## config.mk

```make
export PLATFORM = sky130hd
export DESIGN_NAME = instr_fetch_issue_flat
export DESIGN_NICKNAME = d
export VERILOG_FILES = /design/src/rtl/cpu_isa_pkg.sv /design/src/rtl/instr_fetch_issue_if.sv /design/src/rtl/instr_fetch_issue_pc_next_calc.sv /design/src/rtl/instr_fetch_issue.sv /design/src/flat_wrapper.sv
export SDC_FILE = /design/constraint.sdc
export NUM_CORES = 1
export LEC_CHECK = 0
export CAP_MARGIN = 20
export CORE_AREA = 2 2 108 110
export CTS_CLUSTER_DIAMETER = 40
export DETAILED_ROUTE_END_ITERATION = 8
export DIE_AREA = 0 0 110 112
export PLACE_DENSITY = 0.94
export SKIP_LAST_GASP = 1
export SYNTH_ARGS = -nofsm -noshare
export SYNTH_HDL_FRONTEND = slang
export SYNTH_SLANG_ARGS = --single-unit
```

## constraint.sdc

```tcl
create_clock -name CLK -period 5.45 [get_ports CLK]
set_input_delay 1.3625 -clock CLK [delete_from_list [all_inputs] [get_ports CLK]]
set_output_delay 1.3625 -clock CLK [all_outputs]
set_load 0.05 [all_outputs]
```

## src/rtl/cpu_isa_pkg.sv

```systemverilog
// Shared ISA definitions for the 32-bit integer core front end.
// Holds the opcode map, instruction field bit positions and the fetch/issue
// state encoding used by instr_fetch_issue.
package cpu_isa_pkg;

   localparam int unsigned INSTR_W = 32;

   // Opcode map as seen by the control decoder
   localparam logic [7:0] OPC_ADD   = 8'd0;
   localparam logic [7:0] OPC_SUB   = 8'd1;
   localparam logic [7:0] OPC_AND   = 8'd2;
   localparam logic [7:0] OPC_OR    = 8'd3;
   localparam logic [7:0] OPC_MOV   = 8'd4;
   localparam logic [7:0] OPC_LOADI = 8'd5;
   localparam logic [7:0] OPC_J     = 8'd6;
   localparam logic [7:0] OPC_BEQ   = 8'd7;
   localparam logic [7:0] OPC_ROR   = 8'd8;
   localparam logic [7:0] OPC_SLL   = 8'd9;
   localparam logic [7:0] OPC_SRL   = 8'd10;
   localparam logic [7:0] OPC_SRA   = 8'd11;
   localparam logic [7:0] OPC_BNE   = 8'd12;
   localparam logic [7:0] OPC_MULT  = 8'd13;
   // Falls into the decoder's default case: no write-back, no control flow
   localparam logic [7:0] OPC_NOP   = 8'hFF;

   // Instruction field positions
   localparam int unsigned OPC_MSB = 31;
   localparam int unsigned OPC_LSB = 24;
   localparam int unsigned RD_MSB  = 23;
   localparam int unsigned RD_LSB  = 16;
   localparam int unsigned RS1_MSB = 15;
   localparam int unsigned RS1_LSB = 8;
   localparam int unsigned IMM_MSB = 7;
   localparam int unsigned IMM_LSB = 0;

   typedef enum logic [1:0] {
      BOOT  = 2'd0,
      FETCH = 2'd1,
      ISSUE = 2'd2
   } fetch_state_e;

endpackage

```

## src/rtl/instr_fetch_issue_if.sv

```systemverilog
// Instruction memory / I-cache read handshake.
//   imem_addr      fetch address (word aligned)
//   imem_read      fetch request
//   imem_readdata  instruction word, valid when imem_read=1 and imem_busywait=0
//   imem_busywait  memory not ready
// master: the fetch unit; slave: the memory.
interface instr_fetch_issue_if
   import cpu_isa_pkg::*;
#(
   parameter int unsigned PC_W = 32
);
   logic [PC_W-1:0]    imem_addr;
   logic               imem_read;
   logic [INSTR_W-1:0] imem_readdata;
   logic               imem_busywait;

   modport master (
      output imem_addr,
      output imem_read,
      input  imem_readdata,
      input  imem_busywait
   );

   modport slave (
      input  imem_addr,
      input  imem_read,
      output imem_readdata,
      output imem_busywait
   );
endinterface

```

## src/rtl/instr_fetch_issue_pc_next_calc.sv

```systemverilog
// Combinational next-PC computation.
//   pc        address of the current instruction
//   rd        rd field, reused as signed word offset for j/beq/bne
//   jump, branch, bne, zero  decoder controls and ALU zero flag
//   next_pc   address of the instruction after this one retires
//   pc_plus4  sequential successor
// Arithmetic wraps modulo 2^PC_W.
module pc_next_calc #(
   parameter int unsigned PC_W = 32
) (
   input  logic [PC_W-1:0] pc,
   input  logic [7:0]      rd,
   input  logic            jump,
   input  logic            branch,
   input  logic            bne,
   input  logic            zero,
   output logic [PC_W-1:0] next_pc,
   output logic [PC_W-1:0] pc_plus4
);
   logic [PC_W-1:0] offset;
   logic            taken;

   // Signed word offset: sign-extend rd, then scale by 4
   assign offset   = {{(PC_W - 10){rd[7]}}, rd, 2'b00};
   assign pc_plus4 = pc + PC_W'(4);
   // Jump wins over any branch condition
   assign taken    = jump | (branch & zero) | (bne & ~zero);
   assign next_pc  = taken ? (pc_plus4 + offset) : pc_plus4;
endmodule

```

## src/rtl/instr_fetch_issue.sv

```systemverilog
// Unpipelined fetch/issue front end. Fetches one instruction word over the
// imem handshake, holds it in IR while issued, and advances pc on retire.
//   CLK, RESET_N   clock, asynchronous active-low reset
//   imem           instruction memory handshake (master side)
//   stall          back-end stall, holds the issued instruction
//   jump, branch, bne, zero  decoder controls / ALU zero for next-PC
//   opcode, rd, rs1, rs2_imm instruction fields (opcode is NOP when idle)
//   instr_valid    an instruction is being issued
//   pc, pc_plus4   current instruction address and its successor
// All outputs come from state, IR or pc registers only.
module instr_fetch_issue
   import cpu_isa_pkg::*;
#(
   parameter int unsigned    PC_W       = 32,
   parameter logic [PC_W-1:0] RESET_PC  = '0,
   parameter logic [7:0]     NOP_OPCODE = OPC_NOP
) (
   input  logic                CLK,
   input  logic                RESET_N,
   instr_fetch_issue_if.master imem,
   input  logic                stall,
   input  logic                jump,
   input  logic                branch,
   input  logic                bne,
   input  logic                zero,
   output logic [7:0]          opcode,
   output logic [7:0]          rd,
   output logic [7:0]          rs1,
   output logic [7:0]          rs2_imm,
   output logic                instr_valid,
   output logic [PC_W-1:0]     pc,
   output logic [PC_W-1:0]     pc_plus4
);
   fetch_state_e       state_q, state_d;
   logic [INSTR_W-1:0] ir_q, ir_d;
   logic [PC_W-1:0]    pc_q, pc_d;
   logic [PC_W-1:0]    next_pc;

   always_ff @(posedge CLK or negedge RESET_N) begin
      if (!RESET_N) begin
         state_q <= BOOT;
         ir_q    <= {NOP_OPCODE, 24'h00_0000};
         pc_q    <= RESET_PC;
      end else begin
         state_q <= state_d;
         ir_q    <= ir_d;
         pc_q    <= pc_d;
      end
   end

   always_comb begin
      state_d        = state_q;
      ir_d           = ir_q;
      pc_d           = pc_q;
      imem.imem_read = 1'b0;
      instr_valid    = 1'b0;
      opcode         = NOP_OPCODE;
      unique case (state_q)
         BOOT: state_d = FETCH;
         FETCH: begin
            imem.imem_read = 1'b1;
            if (!imem.imem_busywait) begin
               ir_d    = imem.imem_readdata;
               state_d = ISSUE;
            end
         end
         ISSUE: begin
            // busywait is deliberately ignored here
            instr_valid = 1'b1;
            opcode      = ir_q[OPC_MSB:OPC_LSB];
            if (!stall) begin
               pc_d    = next_pc;
               state_d = FETCH;
            end
         end
         default: state_d = BOOT;
      endcase
   end

   assign rd             = ir_q[RD_MSB:RD_LSB];
   assign rs1            = ir_q[RS1_MSB:RS1_LSB];
   assign rs2_imm        = ir_q[IMM_MSB:IMM_LSB];
   assign pc             = pc_q;
   assign imem.imem_addr = pc_q;

   pc_next_calc #(
      .PC_W(PC_W)
   ) u_pc_next_calc (
      .pc      (pc_q),
      .rd      (ir_q[RD_MSB:RD_LSB]),
      .jump    (jump),
      .branch  (branch),
      .bne     (bne),
      .zero    (zero),
      .next_pc (next_pc),
      .pc_plus4(pc_plus4)
   );
endmodule

```

## src/flat_wrapper.sv

```systemverilog
// flat-port wrapper written by rule: the top's interface ports become plain ports
module instr_fetch_issue_flat import cpu_isa_pkg::*;
#(
   parameter int unsigned    PC_W       = 32,
   parameter logic [PC_W-1:0] RESET_PC  = '0,
   parameter logic [7:0]     NOP_OPCODE = OPC_NOP
)
  (CLK, RESET_N, stall, jump, branch, bne, zero, opcode, rd, rs1, rs2_imm, instr_valid, pc, pc_plus4, imem_imem_addr, imem_imem_read, imem_imem_readdata, imem_imem_busywait);
  instr_fetch_issue_if #(.PC_W(PC_W)) imem_i ();
  input  logic CLK;
  input  logic RESET_N;
  input  logic stall;
  input  logic jump;
  input  logic branch;
  input  logic bne;
  input  logic zero;
  output logic [7:0] opcode;
  output logic [7:0] rd;
  output logic [7:0] rs1;
  output logic [7:0] rs2_imm;
  output logic instr_valid;
  output logic [PC_W-1:0] pc;
  output logic [PC_W-1:0] pc_plus4;
  output wire logic [$bits(imem_i.imem_addr)-1:0] imem_imem_addr;
  output wire logic [$bits(imem_i.imem_read)-1:0] imem_imem_read;
  input wire logic [$bits(imem_i.imem_readdata)-1:0] imem_imem_readdata;
  input wire logic [$bits(imem_i.imem_busywait)-1:0] imem_imem_busywait;
  assign imem_imem_addr = imem_i.imem_addr;
  assign imem_imem_read = imem_i.imem_read;
  assign imem_i.imem_readdata = imem_imem_readdata;
  assign imem_i.imem_busywait = imem_imem_busywait;
  instr_fetch_issue #(.PC_W(PC_W), .RESET_PC(RESET_PC), .NOP_OPCODE(NOP_OPCODE)) u_core (.CLK(CLK), .RESET_N(RESET_N), .imem(imem_i), .stall(stall), .jump(jump), .branch(branch), .bne(bne), .zero(zero), .opcode(opcode), .rd(rd), .rs1(rs1), .rs2_imm(rs2_imm), .instr_valid(instr_valid), .pc(pc), .pc_plus4(pc_plus4));
endmodule
```

==> impl_summary.log <==
INFO  metric status = complete, no violations
INFO  metric die_y = 112 um
INFO  metric antenna-diode-count = 0
INFO  metric tritoncts = yes
INFO  metric finalHoldViolations = 0
INFO  metric seq_area_frac_synth = 29.6%
INFO  metric synthCells = 618
INFO  metric drt-vias-per-instance = 5.84
INFO  metric hold_path.class = reg2reg
INFO  metric synth.cell_area = 5450 um2
INFO  metric area_growth_syn_to_layout = 30.6%
INFO  metric cts.path.max_buffers = 2
INFO  metric detail_route.wirelength = 15400 um
INFO  metric rr_worst_depth = 13
INFO  metric critPathCaptureType = primary output
INFO  metric hold_start = u_core.state_q[0]
INFO  metric synth_enable_flop_cells = 0
INFO  metric synth_top_area_share = 25.7%
INFO  metric ant_nets = 0
INFO  metric fmaxAchievable = 199 MHz
INFO  metric finalClockSkew = 10.7 ps
INFO  metric drive_gt1_share = 10.4%
INFO  metric cp.arrival = 3660 ps
INFO  metric cts-root-buf = sky130_fd_sc_hd__clkbuf_16
INFO  metric grt_first_pass_wirelength = 25200 um
INFO  metric hold-path-endpoint = u_core.state_q[0]
INFO  metric final-max-slew-violation-count = 0
INFO  metric grt_overflow_total = 0
INFO  metric ys.warnings.count = 0
INFO  metric postCtsResizedCells = 0
INFO  metric critical_path.reg2reg.endpoint = u_core.imem.imem_addr[30]
INFO  metric gp_congestion = 0.886
INFO  metric synth_async_sr_flop_share = 100%
INFO  metric post-cts-setup-buffers = 0
INFO  metric antenna_violations_before_repair = 0
INFO  metric final.fill_count = 898
INFO  metric floorplan.io_pins = 170
INFO  metric largest_net_degree_at_the_start_of_global_routing = 65
INFO  metric nets = 796
INFO  metric detail_route.wl_per_cell = 17.8 um
INFO  metric route.vias.total = 5060
INFO  metric tritoncts.num_buffers = 9
INFO  metric synth_top_cells_by_area = sky130_fd_sc_hd__dfrtp_1 26%, sky130_fd_sc_hd__buf_4 8.3%, sky130_fd_sc_hd__ha_1 8.3%
INFO  metric drtPass1Iterations = 6
INFO  metric die_outline_area = 12300 um2
INFO  metric critPathLaunchType = flip-flop
INFO  metric core_area = 11200 um2
INFO  metric portBuffers = 163
INFO  metric final_core_util = 63.6%
INFO  metric finalSetupViolCount = 0
INFO  metric path_clk_slew = 60 ps
INFO  metric final_period_minus_worst_setup_slack = 5020 ps
INFO  metric total_of_max_cap_violations = 0
INFO  metric synth.cells.most_frequent = 60 x sky130_fd_sc_hd__buf_4, 56 x sky130_fd_sc_hd__dfrtp_1, 48 x sky130_fd_sc_hd__a21oi_1
INFO  metric reg2reg_from = u_core.imem.imem_addr[2]
INFO  metric flops_latches_synth = 64
INFO  metric placement_rows = 39
INFO  metric drt_first_iter_violations = 391
INFO  metric r2r_slack = 930 ps
INFO  metric place_hpwl = 11300 um
INFO  metric htreeDepth = 3
INFO  metric ys_dominant_reg_cell = sky130_fd_sc_hd__dfrtp_1
INFO  metric netlist-cell-type-count = 63
INFO  metric grt_pass1_vias = 4990
INFO  metric setup_repair_after_global_routing_missed_its_margin = no
INFO  metric clk_latency = 330 ps
INFO  metric max_slew.worst_pin.slew = 903 ps
INFO  metric synth_top_area_cell = sky130_fd_sc_hd__dfrtp_1
INFO  metric timing.hold.worst_path_depth = 1
INFO  metric worstPathRequired = 4090 ps
INFO  metric slew_headroom = 39.5%
INFO  metric cts_num_sinks = 64
INFO  metric yosysMostFrequentCell = sky130_fd_sc_hd__buf_4
INFO  metric cts.hold.buffers_added = 0
INFO  metric crit_fanout = 6
INFO  metric groute.usage.overall = 25.8%
INFO  metric dr_drc_count = 0
INFO  metric timing_worst_setup_path_type = reg2out
INFO  metric post_synth.cell_area_avg = 8.81 um2
INFO  metric fin_setup_tns = 0 ps
INFO  metric die-width = 110 um
INFO  metric starting_density_of_the_core = 48.7%
INFO  metric final_period_util = 92.1%
## final cells by class
class                      instances  area, um2  share of cell area (%)
clock buffer                      10        229                    3.22
clock inverter                     6       85.1                    1.20
inverter                          15       56.3                   0.792
multi-input combinational        459       3270                    46.0
sequential                        64       1610                    22.7
tap                              143        179                    2.52
timing repair buffer             170       1680                    23.6
## kinds of logic after synthesis
group                      after synthesis  synth area share, %
and+or+nand+nor                        170                 16.4
AOI/OAI and AO/OA                      162                 18.8
adders and majority gates               37                 8.64
buffers and inverters                  100                 11.1
DFF                                     64                 29.6
other                                    1               0.0689
muxes                                   35                 7.17
xor gates and xnor gates                49                 8.22
## routing by layer
metal	GRT usage [%]	part of all wire, %
met1	33.8	41
met2	41.8	49
met3	4.51	7.4
met4	10.4	2.4
met5	0	0
## stage by stage
stage	hold WS, ps	cell area, um2	setup slack, ps	std cells
3_3_place_gp	482	6800	948	851
3_5_place_dp	494	6800	776	851
2_1_floorplan	464	5470	594	623
6_report	500	7110	431	867
4_1_cts	499	7110	445	867
5_1_grt	529	7110	245	867
## critical path, cell delays in order (launching register included)
cell and delay (ps):
sky130_fd_sc_hd__dfrtp_1 440, sky130_fd_sc_hd__ha_1 250, sky130_fd_sc_hd__nand4_1 220, sky130_fd_sc_hd__nor3_1 400
sky130_fd_sc_hd__and2_0 480, sky130_fd_sc_hd__nand3_1 250, sky130_fd_sc_hd__nor2_1 240, sky130_fd_sc_hd__xor2_1 220
sky130_fd_sc_hd__clkdlybuf4s50_1 830
## sequential cells by signal, indices dropped and copies added (netlist names)
| register | count |
|---|---|
| u_core.ir_q | 32 |
| u_core.imem.imem_addr | 30 |
| u_core.state_q | 2 |
## how the worst max path moves through the flow
stage	from	to	slack, ps	cells past startpoint
finish	u_core.imem.imem_addr[2]	pc_plus4[30]	430	8
detailed placement	u_core.imem.imem_addr[2]	pc_plus4[30]	780	8
CTS	u_core.imem.imem_addr[2]	pc_plus4[30]	450	8
global route	u_core.imem.imem_addr[2]	pc_plus4[30]	240	8
global placement	u_core.imem.imem_addr[2]	pc_plus4[30]	950	8
floorplan	u_core.imem.imem_addr[2]	u_core.imem.imem_addr[31]	590	16
## cell usage in the layout (no fill, tap or decap), types with 16 or more instances in the layout
| cell type | n |
|---|---|
| sky130_fd_sc_hd__dfrtp_1 | 56 |
| sky130_fd_sc_hd__mux2_2 | 32 |
| sky130_fd_sc_hd__ha_1 | 36 |
| sky130_fd_sc_hd__nand2_1 | 42 |
| sky130_fd_sc_hd__a21o_1 | 18 |
| sky130_fd_sc_hd__nor2_1 | 39 |
| sky130_fd_sc_hd__xor2_1 | 16 |
| sky130_fd_sc_hd__o21ai_0 | 33 |
| sky130_fd_sc_hd__clkdlybuf4s50_1 | 162 |
| sky130_fd_sc_hd__xnor2_1 | 32 |
| sky130_fd_sc_hd__a21oi_1 | 48 |
| sky130_fd_sc_hd__nand3_1 | 20 |
Power is left out: the tool's default activity adds up to more than one toggle a clock period on the data nets, which glitch-free logic cannot reach.
==> variant 1 (same flow settings) <==
The 3 states of `fetch_state_e` get a one-hot encoding in 3 bits.
--- a/src/rtl/cpu_isa_pkg.sv
+++ b/src/rtl/cpu_isa_pkg.sv
@@ -33,10 +33,10 @@
    localparam int unsigned IMM_MSB = 7;
    localparam int unsigned IMM_LSB = 0;
 
-   typedef enum logic [1:0] {
-      BOOT  = 2'd0,
-      FETCH = 2'd1,
-      ISSUE = 2'd2
+   typedef enum logic [2:0] {
+      BOOT  = 3'b001,
+      FETCH = 3'b010,
+      ISSUE = 3'b100
    } fetch_state_e;
 
 endpackage
Function: no difference found for any inputs over 10 cycles, from zero or initial values and one cycle with RESET_N low; not proved beyond that.
==> variant 1 against the unedited design <==
- setup slack improved by 0.14 ns
- sequential cell count rose by 1
- critical path type unchanged
- sequential share of layout area barely moved
- largest cell class unchanged
- critical endpoint is now pc_plus4[27]
- synthesized area rose by 2.3%
- design area rose by 1.5%
- wire length rose by 2.2%
Power is not shown: default switching activity piles up to over one toggle a cycle in this logic, so the estimate is an artifact.
==> variant 1: results (changes against the unedited design) <==
| Metric | Value |
|---|---|
| Status | `finished, final reports clean (unchanged)` |
| Yosys cell types | `64 (was 63)` |
| Layout cells sized above 1 | `11.6% (was 10.4%)` |
| GRT Util Overall | `26.2% (was 25.8%)` |
| First-pass GRT wire length | `25300 µm (was 25200 µm)` |
| Met2 WL | `7610 µm (was 7570 µm)` |
| Met3 WL | `1590 µm (was 1150 µm)` |
| WL/cell | `17.8 µm (about the same)` |
| Synth Area in XOR/XNOR | `7.23% (was 8.22%)` |
| Worst-margin pin slew | `0.688 ns (was 0.903 ns)` |
| Reg2reg end | `u_core.imem.imem_addr[29]$_DFFE_PN0P_ (was u_core.imem.imem_addr[30]$_DFFE_PN0P_)` |
| Iter 0 DRT Violations | `347 (was 391)` |
| Inverters | `14 (was 15)` |
| GP Congestion | `0.940 (was 0.886)` |
| Buffers excl. clock | `171 (was 170)` |
| Nets | `816 (was 796)` |
| Buffer share of cell area | `23.4% (was 23.6%)` |
| Global routing usage on met2 | `43.7% (was 41.8%)` |
| Launching point of the worst reg2reg path | `u_core.imem.imem_addr[4]$_DFFE_PN0P_ (was u_core.imem.imem_addr[2]$_DFFE_PN0P_)` |
| Met1 Use GR | `31.6% (was 33.8%)` |
| GRT met3 Usage | `6.85% (was 4.51%)` |
| Reg area | `1640 µm² (was 1610 µm²)` |
| Post-synthesis adder-cell area fraction | `8.44% (was 8.64%)` |
| Top cells by count, synth | `62 x buf_4, 56 x dfrtp_1, 52 x a21oi_1 (was 60 x buf_4, 56 x dfrtp_1, 48 x a21oi_1)` |
| Top post-synthesis cells by area | `dfrtp_1 25%, buf_4 8.4%, ha_1 8.1%, mux2_2 6.5%, xnor2_1 4.7% (was dfrtp_1 26%, buf_4 8.3%, ha_1 8.3%, mux2_2 6.6%, xnor2_1 5.1%)` |
| Fillers | `868 (was 898)` |
| Fraction of area in multi-input gates | `46.4% (was 46.0%)` |
| WHS Endpoint | `u_core.ir_q[3]$_DFFE_PN0P_ (was u_core.state_q[0]$_DFFE_PN0P_)` |
| R2R cell count | `16 (was 13)` |
| #MultiIn Comb | `478 (was 459)` |
| Critical path destination | `pc_plus4[27] (was pc_plus4[30])` |
| Router iterations before antenna repair | `5 (was 6)` |
| Via count | `5199 (was 5060)` |
| CP arrival | `3.51 ns (was 3.66 ns)` |
| R2r setup slk | `1.03 ns (was 0.93 ns)` |
[variant 1: cell types whose count changed in the layout (fill, tap and decap cells not counted), moves of 5 or more]
cell,before,now
or3_1,3,12
nand2b_1,11,6
a211oi_1,7,2
nor3_1,8,14
o21ai_0,33,44
and3_1,6,11
[variant 1: stage by stage]
step | worst slack (ns) | area [µm²] | hold WS, ns | cells | util [%]
after floorplan | 0.660 | 5590 | 0.482 | 645 | -
after global placement | 1.03 | 6910 | 0.488 | 871 | 61.8
after detailed placement | 0.902 | 6910 | 0.498 | 871 | 61.8
after CTS | 0.558 | 7220 | 0.512 | 887 | 64.6
after global routing | 0.324 | 7220 | 0.529 | 887 | 64.6
final | 0.573 | 7220 | 0.510 | 887 | 64.6
[variant 1: critical path, stage by stage, from the launching register on]
cell and delay [ns]:
dfrtp_1 0.50, and3_1 0.31, and3_1 0.30, nand2b_2 0.17, nor4_2 0.27, and2_1 0.32, nand3_1 0.13, xnor2_1 0.29
clkdlybuf4s50_1 0.88
==> variant 2 (same settings) <==
Made on the original files. Reset style: synchronous (`RESET_N`), changed in one clocked block. Comments in the files are not updated.
--- a/src/rtl/instr_fetch_issue.sv
+++ b/src/rtl/instr_fetch_issue.sv
@@ -36,7 +36,7 @@
    logic [PC_W-1:0]    pc_q, pc_d;
    logic [PC_W-1:0]    next_pc;
 
-   always_ff @(posedge CLK or negedge RESET_N) begin
+   always_ff @(posedge CLK) begin
       if (!RESET_N) begin
          state_q <= BOOT;
          ir_q    <= {NOP_OPCODE, 24'h00_0000};
Function: differs if RESET_N is asserted again (counterexample within 4 cycles, from zero or initial values and one cycle with RESET_N low); with RESET_N held inactive, the same outputs for 10 cycles.
==> variant 2 against the unedited design <==
- setup slack improved by 0.40 ns
- worst hold slack lost 0.047 ns
- sequential share of layout area decreased by 4.0 points
- design area fell by 3.5%
- sequential cell count unchanged
- wire length fell by 1.4%
- critical path depth stayed put
- clock skew down 0.0036 ns
- synthesized area decreased by 3.7%
- critical endpoint is now pc_plus4[29]
Power is left out: it rests on default switching activity, and per cell area and clock period it moved more than threefold.
==> variant 2: results (changes against the unedited design) <==
| Metric | Value |
|---|---|
| DP HPWL | `11100 µm (was 11300 µm)` |
| Layout cells sized above 1 | `5.79% (was 10.4%)` |
| Final wirelength | `15200 µm (was 15400 µm)` |
| Mux contribution to synthesized area | `0.787% (was 7.17%)` |
| Worst-case clock skew | `0.00702 ns (was 0.0107 ns)` |
| Nets | `866 (was 796)` |
| GRT met3 Usage | `6.32% (was 4.51%)` |
| Top cells by count, synth | `125 x nand2_1, 65 x a21oi_1, 64 x dfxtp_1 (was 60 x buf_4, 56 x dfrtp_1, 48 x a21oi_1)` |
| Synth async-reset ratio | `0% (was 100%)` |
| Synth Area in XOR/XNOR | `8.02% (was 8.22%)` |
| Critical path destination | `pc_plus4[29] (was pc_plus4[30])` |
| Seq/Total Area, Yosys | `24.4% (was 29.6%)` |
| GP Congestion | `0.877 (was 0.886)` |
| Reg2reg end | `u_core.imem.imem_addr[31]$_SDFFE_PN0P_ (was u_core.imem.imem_addr[30]$_DFFE_PN0P_)` |
| Crit-path max FO | `8 (was 6)` |
| Synth Area in Compound Gates | `22.9% (was 18.8%)` |
| Status | `finished, final reports clean (unchanged)` |
| Launching point of the worst reg2reg path | `u_core.imem.imem_addr[2]$_SDFFE_PN0P_ (was u_core.imem.imem_addr[2]$_DFFE_PN0P_)` |
| R2R cell count | `16 (was 13)` |
| R2r setup slk | `1.30 ns (was 0.93 ns)` |
| Worst setup path startpoint | `u_core.imem.imem_addr[9]$_SDFFE_PN0P_ (was u_core.imem.imem_addr[2]$_DFFE_PN0P_)` |
| Met1 Use GR | `30.1% (was 33.8%)` |
| Vias in the first global route | `5103 (was 4990)` |
| Router iterations before antenna repair | `5 (was 6)` |
| First-pass GRT wire length | `24600 µm (was 25200 µm)` |
| Worst-margin pin slew | `0.926 ns (was 0.903 ns)` |
| Iter 0 DRT Violations | `387 (was 391)` |
| Largest net degree at the start of global routing | `50 (was 65)` |
| Top post-synthesis cells by area | `dfxtp_1 24%, nand2_1 8.9%, buf_4 8.6%, ha_1 8.6%, a21oi_1 6.2% (was dfrtp_1 26%, buf_4 8.3%, ha_1 8.3%, mux2_2 6.6%, xnor2_1 5.1%)` |
| Global routing usage on met2 | `41.1% (was 41.8%)` |
| CTS root buffer | `clkbuf_16 (unchanged)` |
| Post-synthesis adder-cell area fraction | `8.97% (was 8.64%)` |
[variant 2: how the worst min path moves through the flow]
stage | start | end | slack, ns | depth (start not counted)
global placement | u_core.ir_q[25]$_SDFFE_PN1P_ | u_core.ir_q[25]$_SDFFE_PN1P_ | 0.44 | 2
finish | u_core.ir_q[7]$_SDFFE_PN0P_ | u_core.ir_q[7]$_SDFFE_PN0P_ | 0.45 | 2
floorplan | u_core.ir_q[24]$_SDFFE_PN1P_ | u_core.ir_q[24]$_SDFFE_PN1P_ | 0.43 | 2
global route | u_core.ir_q[7]$_SDFFE_PN0P_ | u_core.ir_q[7]$_SDFFE_PN0P_ | 0.47 | 2
detailed placement | u_core.ir_q[7]$_SDFFE_PN0P_ | u_core.ir_q[7]$_SDFFE_PN0P_ | 0.45 | 2
CTS | u_core.ir_q[7]$_SDFFE_PN0P_ | u_core.ir_q[7]$_SDFFE_PN0P_ | 0.46 | 2
[variant 2: layout make-up]
class	instances	area, µm²
fill	974	4310
timing repair buffer	169	1680
inverter	8	30.0
clock inverter	6	68.8
clock buffer	10	239
tap	143	179
sequential	64	1280
multi-input combinational	537	3390
[variant 2: metal layers]
layer	part of all wire [%]	up-vias
li1	-	2591
met4	3.1	0
met2	49	188
met3	7.0	34
met1	41	2447
met5	0	-
[variant 2: cell families (layout without fill, tap and decap cells)]
kind of cell / after synthesis / in the layout
and+or+nand+nor: 262 / 262
buffers and inverters: 103 / 193
AOI/OAI and AO/OA: 180 / 180
other: 1 / 6
muxes: 4 / 4
DFF: 64 / 64
adders and majority gates: 37 / 37
xor gates and xnor gates: 48 / 48
[variant 2: critical path, stage by stage (launching register included)]
cell	delay (ns)
dfxtp_1	0.47
and3_1	0.26
and4_1	0.26
and3_2	0.23
nand2_2	0.13
or2_1	0.32
nor2_2	0.16
xor2_1	0.23
clkdlybuf4s50_1	0.84
[variant 2: through the flow]
step                worst slack [ns]  cells  utilization, %
floorplan                      0.625    704               -
global placement                1.30    921            58.6
detailed placement              1.19    921            58.6
CTS                            0.820    937            61.4
global route                   0.614    937            61.4
finish                         0.832    937            61.4
